**config.mk**
```make
export PLATFORM = sky130hd
export DESIGN_NAME = inst_decode_stage
export DESIGN_NICKNAME = d
export VERILOG_FILES = /design/src/rtl/inst_decode_stage.sv
export SDC_FILE = /design/constraint.sdc
export NUM_CORES = 1
export LEC_CHECK = 0
export CORE_MARGIN = 2
export CORE_UTILIZATION = 50
export CTS_BUF_LIST = sky130_fd_sc_hd__clkbuf_8
export CTS_CLUSTER_SIZE = 24
export DETAILED_ROUTE_END_ITERATION = 8
export PLACE_DENSITY_LB_ADDON = 0.1
export SYNTH_ARGS = -nofsm -noshare
export SYNTH_HDL_FRONTEND = slang
export SYNTH_SLANG_ARGS = --single-unit
```
**constraint.sdc**
```tcl
create_clock -name clk -period 29.2 [get_ports clk]
set_input_delay 5.84 -clock clk [delete_from_list [all_inputs] [get_ports clk]]
set_output_delay 5.84 -clock clk [all_outputs]
set_load 0.01 [all_outputs]
```
**src/rtl/inst_decode_stage.sv**
```systemverilog
// rtl/inst_decode_stage.sv - RISC-V instruction decode stage with a 2-entry output buffer
package inst_decode_pkg;
    localparam int XLEN = 64;

    typedef enum logic [2:0] {
        INST_R = 3'd0,
        INST_I = 3'd1,
        INST_S = 3'd2,
        INST_B = 3'd3,
        INST_U = 3'd4,
        INST_J = 3'd5,
        INST_X = 3'd6
    } itype_t;

    typedef struct packed {
        itype_t     itype;
        logic       rwb_en;
        logic       is_lui;
        logic       is_muldiv;
        logic       is_aluop;
        logic       is_op32;
        logic       is_jump;
        logic       is_load;
        logic       is_csr;
        logic       is_amo;
        logic       is_rvc;
        logic [2:0] funct3;
        logic [6:0] funct7;
    } inst_ctrl_t;

    typedef struct packed {
        logic            valid;
        logic [XLEN-1:0] cause;
        logic [XLEN-1:0] value;
    } expt_t;

    typedef struct packed {
        logic [XLEN-1:0] addr;
        logic [31:0]     bits;
        inst_ctrl_t      ctrl;
        logic [XLEN-1:0] imm;
        expt_t           expt;
    } entry_t;

    localparam int CTRL_W = $bits(inst_ctrl_t);
    localparam int EXPT_W = $bits(expt_t);

    localparam logic [XLEN-1:0] CAUSE_ILLEGAL_INSTR = 64'd2;

    localparam logic [6:0] OPC_OP        = 7'b0110011;
    localparam logic [6:0] OPC_OP32      = 7'b0111011;
    localparam logic [6:0] OPC_AMO       = 7'b0101111;
    localparam logic [6:0] OPC_OPIMM     = 7'b0010011;
    localparam logic [6:0] OPC_OPIMM32   = 7'b0011011;
    localparam logic [6:0] OPC_LOAD      = 7'b0000011;
    localparam logic [6:0] OPC_JALR      = 7'b1100111;
    localparam logic [6:0] OPC_SYSTEM    = 7'b1110011;
    localparam logic [6:0] OPC_STORE     = 7'b0100011;
    localparam logic [6:0] OPC_BRANCH    = 7'b1100011;
    localparam logic [6:0] OPC_LUI       = 7'b0110111;
    localparam logic [6:0] OPC_AUIPC     = 7'b0010111;
    localparam logic [6:0] OPC_JAL       = 7'b1101111;
    localparam logic [6:0] OPC_MISCMEM   = 7'b0001111;
endpackage

module inst_decode_stage
    import inst_decode_pkg::*;
(
    input  logic              clk,
    input  logic              rst,
    input  logic              if_valid,
    output logic              if_ready,
    input  logic [XLEN-1:0]   if_addr,
    input  logic [31:0]       if_bits,
    input  logic              if_is_rvc,
    input  logic              flush,
    output logic              d_valid,
    input  logic              d_ready,
    output logic [XLEN-1:0]   d_addr,
    output logic [31:0]       d_bits,
    output logic [CTRL_W-1:0] d_ctrl,
    output logic [XLEN-1:0]   d_imm,
    output logic [EXPT_W-1:0] d_expt
);

    logic [6:0]      opcode;
    logic [2:0]      funct3;
    logic [6:0]      funct7;
    logic [XLEN-1:0] imm_i, imm_s, imm_b, imm_u, imm_j;
    inst_ctrl_t      dec_ctrl;
    logic [XLEN-1:0] dec_imm;
    expt_t           dec_expt;
    entry_t          dec_entry;

    // slot0 is always the head; slot1 only holds data when count == 2
    entry_t          slot0, slot1;
    entry_t          slot0_next, slot1_next;
    logic [1:0]      count, count_next, fill;
    logic            push, pop;

    assign opcode = if_bits[6:0];
    assign funct3 = if_bits[14:12];
    assign funct7 = if_bits[31:25];

    assign imm_i = {{52{if_bits[31]}}, if_bits[31:20]};
    assign imm_s = {{52{if_bits[31]}}, if_bits[31:25], if_bits[11:7]};
    assign imm_b = {{51{if_bits[31]}}, if_bits[31], if_bits[7], if_bits[30:25], if_bits[11:8], 1'b0};
    assign imm_u = {{32{if_bits[31]}}, if_bits[31:12], 12'b0};
    assign imm_j = {{43{if_bits[31]}}, if_bits[31], if_bits[19:12], if_bits[20], if_bits[30:21], 1'b0};

    // Combinational decode of the offered instruction; unknown opcodes become illegal-instruction exceptions
    always_comb begin
        dec_ctrl        = '0;
        dec_imm         = '0;
        dec_expt        = '0;
        dec_ctrl.funct3 = funct3;
        dec_ctrl.funct7 = funct7;
        dec_ctrl.is_rvc = if_is_rvc;
        case (opcode)
            OPC_OP, OPC_OP32: begin
                dec_ctrl.itype     = INST_R;
                dec_ctrl.rwb_en    = 1'b1;
                dec_ctrl.is_muldiv = (funct7 == 7'b0000001);
                dec_ctrl.is_aluop  = (funct7 != 7'b0000001);
                dec_ctrl.is_op32   = (opcode == OPC_OP32);
            end
            OPC_AMO: begin
                dec_ctrl.itype  = INST_R;
                dec_ctrl.rwb_en = 1'b1;
                dec_ctrl.is_amo = 1'b1;
            end
            OPC_OPIMM, OPC_OPIMM32: begin
                dec_ctrl.itype    = INST_I;
                dec_ctrl.rwb_en   = 1'b1;
                dec_ctrl.is_aluop = 1'b1;
                dec_ctrl.is_op32  = (opcode == OPC_OPIMM32);
                dec_imm           = imm_i;
            end
            OPC_LOAD: begin
                dec_ctrl.itype   = INST_I;
                dec_ctrl.rwb_en  = 1'b1;
                dec_ctrl.is_load = 1'b1;
                dec_imm          = imm_i;
            end
            OPC_JALR: begin
                dec_ctrl.itype   = INST_I;
                dec_ctrl.rwb_en  = 1'b1;
                dec_ctrl.is_jump = 1'b1;
                dec_imm          = imm_i;
            end
            OPC_SYSTEM: begin
                // ecall/ebreak/xret (funct3 == 0) write no register; CSR ops do
                dec_ctrl.itype  = INST_I;
                dec_ctrl.rwb_en = (funct3 != 3'b000);
                dec_ctrl.is_csr = (funct3 != 3'b000);
                dec_imm         = imm_i;
            end
            OPC_STORE: begin
                dec_ctrl.itype = INST_S;
                dec_imm        = imm_s;
            end
            OPC_BRANCH: begin
                dec_ctrl.itype = INST_B;
                dec_imm        = imm_b;
            end
            OPC_LUI: begin
                dec_ctrl.itype  = INST_U;
                dec_ctrl.rwb_en = 1'b1;
                dec_ctrl.is_lui = 1'b1;
                dec_imm         = imm_u;
            end
            OPC_AUIPC: begin
                dec_ctrl.itype  = INST_U;
                dec_ctrl.rwb_en = 1'b1;
                dec_imm         = imm_u;
            end
            OPC_JAL: begin
                dec_ctrl.itype   = INST_J;
                dec_ctrl.rwb_en  = 1'b1;
                dec_ctrl.is_jump = 1'b1;
                dec_imm          = imm_j;
            end
            OPC_MISCMEM: begin
                dec_ctrl.itype = INST_X;
            end
            default: begin
                dec_ctrl.itype = INST_X;
                dec_expt.valid = 1'b1;
                dec_expt.cause = CAUSE_ILLEGAL_INSTR;
                dec_expt.value = {32'b0, if_bits};
            end
        endcase
    end

    assign dec_entry = '{addr: if_addr, bits: if_bits, ctrl: dec_ctrl, imm: dec_imm, expt: dec_expt};

    assign d_valid = (count != 2'd0);
    assign push    = if_valid && if_ready && !flush;
    assign pop     = d_valid && d_ready && !flush;
    assign fill    = count - {1'b0, pop};

    // Buffer next state: pop shifts slot1 into the head, push lands in the first free slot after the pop
    always_comb begin
        slot0_next = slot0;
        slot1_next = slot1;
        count_next = flush ? 2'd0 : (count + {1'b0, push} - {1'b0, pop});
        if (pop) begin
            slot0_next = slot1;
        end
        if (push) begin
            if (fill == 2'd0) begin
                slot0_next = dec_entry;
            end else begin
                slot1_next = dec_entry;
            end
        end
    end

    // State registers; reset clears everything so the head outputs read as zero
    always_ff @(posedge clk or posedge rst) begin
        if (rst) begin
            count    <= 2'd0;
            if_ready <= 1'b1;
            slot0    <= '0;
            slot1    <= '0;
        end else begin
            count    <= count_next;
            if_ready <= (count_next < 2'd2);
            slot0    <= slot0_next;
            slot1    <= slot1_next;
        end
    end

    assign d_addr = slot0.addr;
    assign d_bits = slot0.bits;
    assign d_ctrl = slot0.ctrl;
    assign d_imm  = slot0.imm;
    assign d_expt = slot0.expt;

endmodule

```
==> results.cfg, run 1 <==
[setup_path]
r2r_end = d_imm[3]
r2r_slack_ps = 25660
critPathMaxFanout = 88
r2r-start = count[1]
slowest_stage = buf_4
crit_chain = clkdlybuf4s50_1 > inv_1 > or3_4 > inv_6 > buf_4 > mux2i_1 > o22ai_1
required_ps = 29660
crit_path_end_kind = flop
reg2regPathDepth = 6
cp_num_buf_inv = 4
startpoint_type = input port
worst_path_dominant_cell_family = buffers and inverters
cpPeakStageDelay_ps = 1040
critPathKind = in2reg
worstPathArrival_ps = 9370

[placement]
pre_cts_ws_ps = 19660
placedCellCount = 2805
io_buffer_count = 415
routabilityCongestion = 0.8323
dp_hpwl_um = 35700

[yosys]
syn_avg_cell_area_um2 = 9.986
post-synth-top-area-fraction = 0.6115
synth_area_leaders = dfrtp_1 61%, nand2_1 13%, a31oi_1 3.3%
synthFlopType = dfrtp_1
synth_fp_nets = 2104
synth_edf_count = 0
seq_area_frac_synth = 0.6128
yosysUniqueCellTypes = 66
synth_cells = 2000
yosysTopAreaCell = dfrtp_1
synth_seq_cells = 489
async_reset_ff_frac = 1.000
yosysWarnings = 0
synth.cell_area_mm2 = 0.01997

[clocking]
cts_tree = yes
clkTransAtPathRegs_ps = 60
clk_latency_ps = 630
clock-sinks = 489
cts_buffers = 80
ctsResizeCount = 0
cts-htree-levels = 3
clk_path_buf_depth = 3
holdBufCountCts = 0
clockRootBuffer = clkbuf_8
cts_setup_buffers = 0

[floorplanning]
die_h_um = 203.9
ios = 416
die_w_um = 203.9
core_mm2 = 0.03955
initial_core_util = 0.5050
rows = 73
die-area_mm2 = 0.04156

[cells_and_area]
nFillCells = 3202
num_antenna_cells = 0
layout_commonest_cell = nand2_1
fin_cells = 2942
fin_util = 0.6500
final_nets = 2466
final_cell_mix = 669 x nand2_1, 488 x dfrtp_1, 415 x clkdlybuf4s50_1
drive_above_1_share = 0.08275
areaGrowthSynthToFinish_pct = 28.72

[global_route]
track_usage = 0.2738
grt_pass1_wl_um = 89560
grt_pass1_vias = 15796
antenna_found_initial = 2
gr-total-overflow = 0
grt_start_max_net_pins = 153

[power]
power_frac_clock = 0.236
leakage_nw = 12.19
p_sw_frac = 0.3331
p_switching_mw = 0.8079
p_seq_frac = 0.440
combinationalPowerShare = 0.324
ir_worst_vdd_uv = 52.67
power.total_mw = 2.425
internal_power_mw = 1.617
pwr_density_cell_mw_per_mm2 = 94.33

[sta]
setup_violations = 0
period_needed_ps = 8914
rsz0062_at_grt = no
finalSetupTns_ps = 0
worst_slack_ps = 20290
maxSlewHeadroom = 0.1380
worstMarginPinSlew_ps = 1290
period_share = 0.3053
maxSlewViolCount = 0
fmax_mhz = 112.2
finClkSkew_ps = 24.90
hold_viol = 0

[route]
via_per_inst = 5.458
vias = 16056
wire_per_inst_um = 19.37
wl_met2_um = 25840
wl_met3_um = 4008
first_pass_iters = 5
drt-met1-wl_um = 25470
ant_nets = 0
wl_um = 56990
drc_errors = 0
top_layer = met5
drtIter0Drc = 1189

[worst_hold_path]
hp-start = slot1[205]
hp-class = reg2reg
min_path_cells = 2
hold_end = slot1[205]

[flow_run]
maxCapViolCount = 0

[status]
status = finished, final reports clean
kinds of logic (layout without fill, tap and decap cells):
kind of cell	count (synthesis)	in the layout	synth area share
adder cells (fa/ha/maj)	2	2	0.001253
multiplexers	41	41	0.02067
AND/OR/NAND/NOR	956	956	0.2032
buffers and inverters	161	578	0.04028
flip-flops	489	489	0.6128
AO/OA/AOI/OAI	349	349	0.1209
XOR/XNOR	2	2	0.0008772
power by group through the flow:
stage          Sequential (mW)  Combinational (mW)  Clock, mW
4_1_cts                   1.07               0.791      0.587
6_report                  1.07               0.785      0.572
5_1_grt                   1.10               0.860      0.618
3_5_place_dp              1.07               0.789          0
2_1_floorplan             1.11               0.322          0
3_3_place_gp              1.07               0.769          0
worst register-to-register path, cell delays in order (launching register included):
cell and delay, ps:
dfrtp_1 410, nor2_1 100, or3_4 650, inv_6 740, buf_4 1050, mux2i_1 310, o22ai_1 110
through the flow:
stage               instance area [um^2]  hold WS, ps
floorplan                          19970        438.6
detailed placement                 24190        459.0
finish                             25710        471.4
global route                       25710        489.1
CTS                                25710        470.7
global placement                   24190        449.9
layer usage:
| layer | global-route usage | vias up |
|---|---|---|
| li1 | - | 7441 |
| met1 | 0.3939 | 7999 |
| met2 | 0.4061 | 526 |
| met3 | 0.06330 | 88 |
| met4 | 0.1038 | 2 |
| met5 | 0 | - |
flip-flops by register name, summed over array words and instances, names as in the netlist:
register	flops
slot1	174
count	2
d_expt	129
d_addr	64
d_bits	32
if_ready	1
d_imm	64
d_ctrl	23
worst max-delay path by stage:
| stage | start | endpoint | slack, ps | cells after the start |
|---|---|---|---|---|
| 2_1_floorplan | rst | count[0] | 9710 | 1 |
| 3_3_place_gp | d_ready | d_imm[0] | 19690 | 8 |
| 3_5_place_dp | d_ready | d_imm[3] | 19660 | 7 |
| 4_1_cts | d_ready | d_imm[3] | 20350 | 7 |
| 5_1_grt | d_ready | d_imm[3] | 20080 | 7 |
| 6_report | d_ready | d_imm[3] | 20290 | 7 |
cell type report:
cell class | count | area, um^2 | area share
Timing Repair Buffer | 431 | 4274 | 0.1663
Multi-Input combinational cell | 1350 | 6974 | 0.2713
Tap cell | 525 | 656.9 | 0.02555
Clock buffer | 98 | 1349 | 0.05246
Sequential cell | 489 | 12240 | 0.4760
Clock inverter | 39 | 166.4 | 0.006473
Inverter | 10 | 50.05 | 0.001947
cells in the mapped netlist (38+ instances only):
master     instances
a31oi_1          106
o2bb2ai_1         39
o21ai_0           46
clkbuf_1          77
a21oi_2           41
dfrtp_1          488
nand2_1          670
and3_1           104
a21oi_1           57
buf_2             38
mux2i_1           39
nor2_1           132
Note: power is estimated with default switching activity, not from simulation.
==> run 2, diff against run 1 <==
- clock period: 29.2 -> 8.7 ns (I/O delays scaled with it)
==> results.cfg, run 2 (same netlist as run 1, synthesis figures left out) <==
[status]
status = finished, final reports clean

[floorplanning]
die_w_um = 203.9
die_h_um = 203.9
die-area_mm2 = 0.04156
rows = 73
initial_core_util = 0.5050
core_mm2 = 0.03955
ios = 416

[sta]
finClkSkew_ps = 20.04
setup_violations = 0
period_needed_ps = 4689
maxSlewViolCount = 0
hold_viol = 0
maxSlewHeadroom = 0.2747
period_share = 0.5390
fmax_mhz = 213.3
finalSetupTns_ps = 0
worstMarginPinSlew_ps = 1088
rsz0062_at_grt = no
holdWs_ps = 474.0

[setup_path]
critPathKind = in2reg
reg2regPathDepth = 6
worstPathArrival_ps = 5170
r2r-start = count[1]
critPathMaxFanout = 92
required_ps = 9180
startpoint_type = input port
crit_start = d_ready
crit_path_end_kind = flop

[route]
drtIter0Drc = 1156
first_pass_iters = 5
vias = 16003
wire_per_inst_um = 18.96
ant_nets = 0
via_per_inst = 5.410
wl_um = 56090
drc_errors = 0

[clocking]
ctsResizeCount = 0
clk_latency_ps = 630
cts_tree = yes
cts_setup_buffers = 0
holdBufCountCts = 0
clockRootBuffer = clkbuf_8
clk_path_buf_depth = 3
cts-htree-levels = 3
clock-sinks = 489
clkTransAtPathRegs_ps = 60
cts_buffers = 82

[worst_hold_path]
min_path_cells = 2
hp-class = reg2reg
hp-start = slot1[304]

[cells_and_area]
nFillCells = 3169
largest_reg_flops = 174
final_nets = 2470
regMostFlops = slot1
drive_above_1_share = 0.09087
fin_cells = 2958
layout_commonest_cell = nand2_1
fin_util = 0.6575
final_cell_mix = 669 x nand2_1, 488 x dfrtp_1, 415 x clkdlybuf4s50_1
areaGrowthSynthToFinish_pct = 30.21

[placement]
dp_hpwl_um = 34840
io_buffer_count = 415
placedCellCount = 2807
routabilityCongestion = 0.8109

[power]
power.total_mw = 8.339
ir_worst_vdd_uv = 208.2
leakage_nw = 12.31
pwr_density_cell_mw_per_mm2 = 320.7

[global_route]
grt_start_max_net_pins = 189
grt_pass1_wl_um = 88230
antenna_found_initial = 2
gr-total-overflow = 0
grt_pass1_vias = 15755
track_usage = 0.2696

[flow_run]
maxCapViolCount = 0
## run 2: area by class of cell
type	instances	area, um^2	area share
flip-flops and latches	489	12240	0.4706
multi-input cells	1350	6974	0.2682
repair buffers	433	4327	0.1664
clock buffers	114	1569	0.06033
well taps	525	656.9	0.02526
clock inverters	36	191.4	0.007361
inverters	10	46.29	0.001780
diodes	1	2.502	0.00009623
## run 2: power by group
group | switching, mW | internal [mW]
clock network | 0.928 | 1.19
registers | 0.484 | 3.10
logic | 1.31 | 1.32
## run 2: critical path, stage by stage
cell and delay [ps]:
clkdlybuf4s50_1 480, inv_1 70, or3_4 720, inv_6 790, buf_4 950, mux2i_1 280
o2bb2ai_1 90
## run 2: final timing paths
kind / to / slack (ps)
worst min register to register: slot1[304] / 470
worst max register to register: d_imm[10] / 5190
min in group asynchronous: d_expt[88] / 1490
worst min-delay path: slot1[304] / 470
worst max-delay path: d_imm[10] / 4010
max in group asynchronous: d_addr[48] / 5010
## run 2: metal layers
metal  GRT usage  wire [um]  part of all wire
met5           0         25           0.00045
met4      0.1071       1786             0.032
met1      0.3789      24600              0.44
met3     0.06696       4216             0.075
met2      0.4042      25460              0.45
## run 2: per-stage QoR
step | area, um^2 | setup slack (ps)
after global placement | 24240 | 3413
after CTS | 26000 | 4014
final | 26000 | 4011
after global routing | 26000 | 3781
after detailed placement | 24240 | 3317
after floorplan | 19980 | 330.2
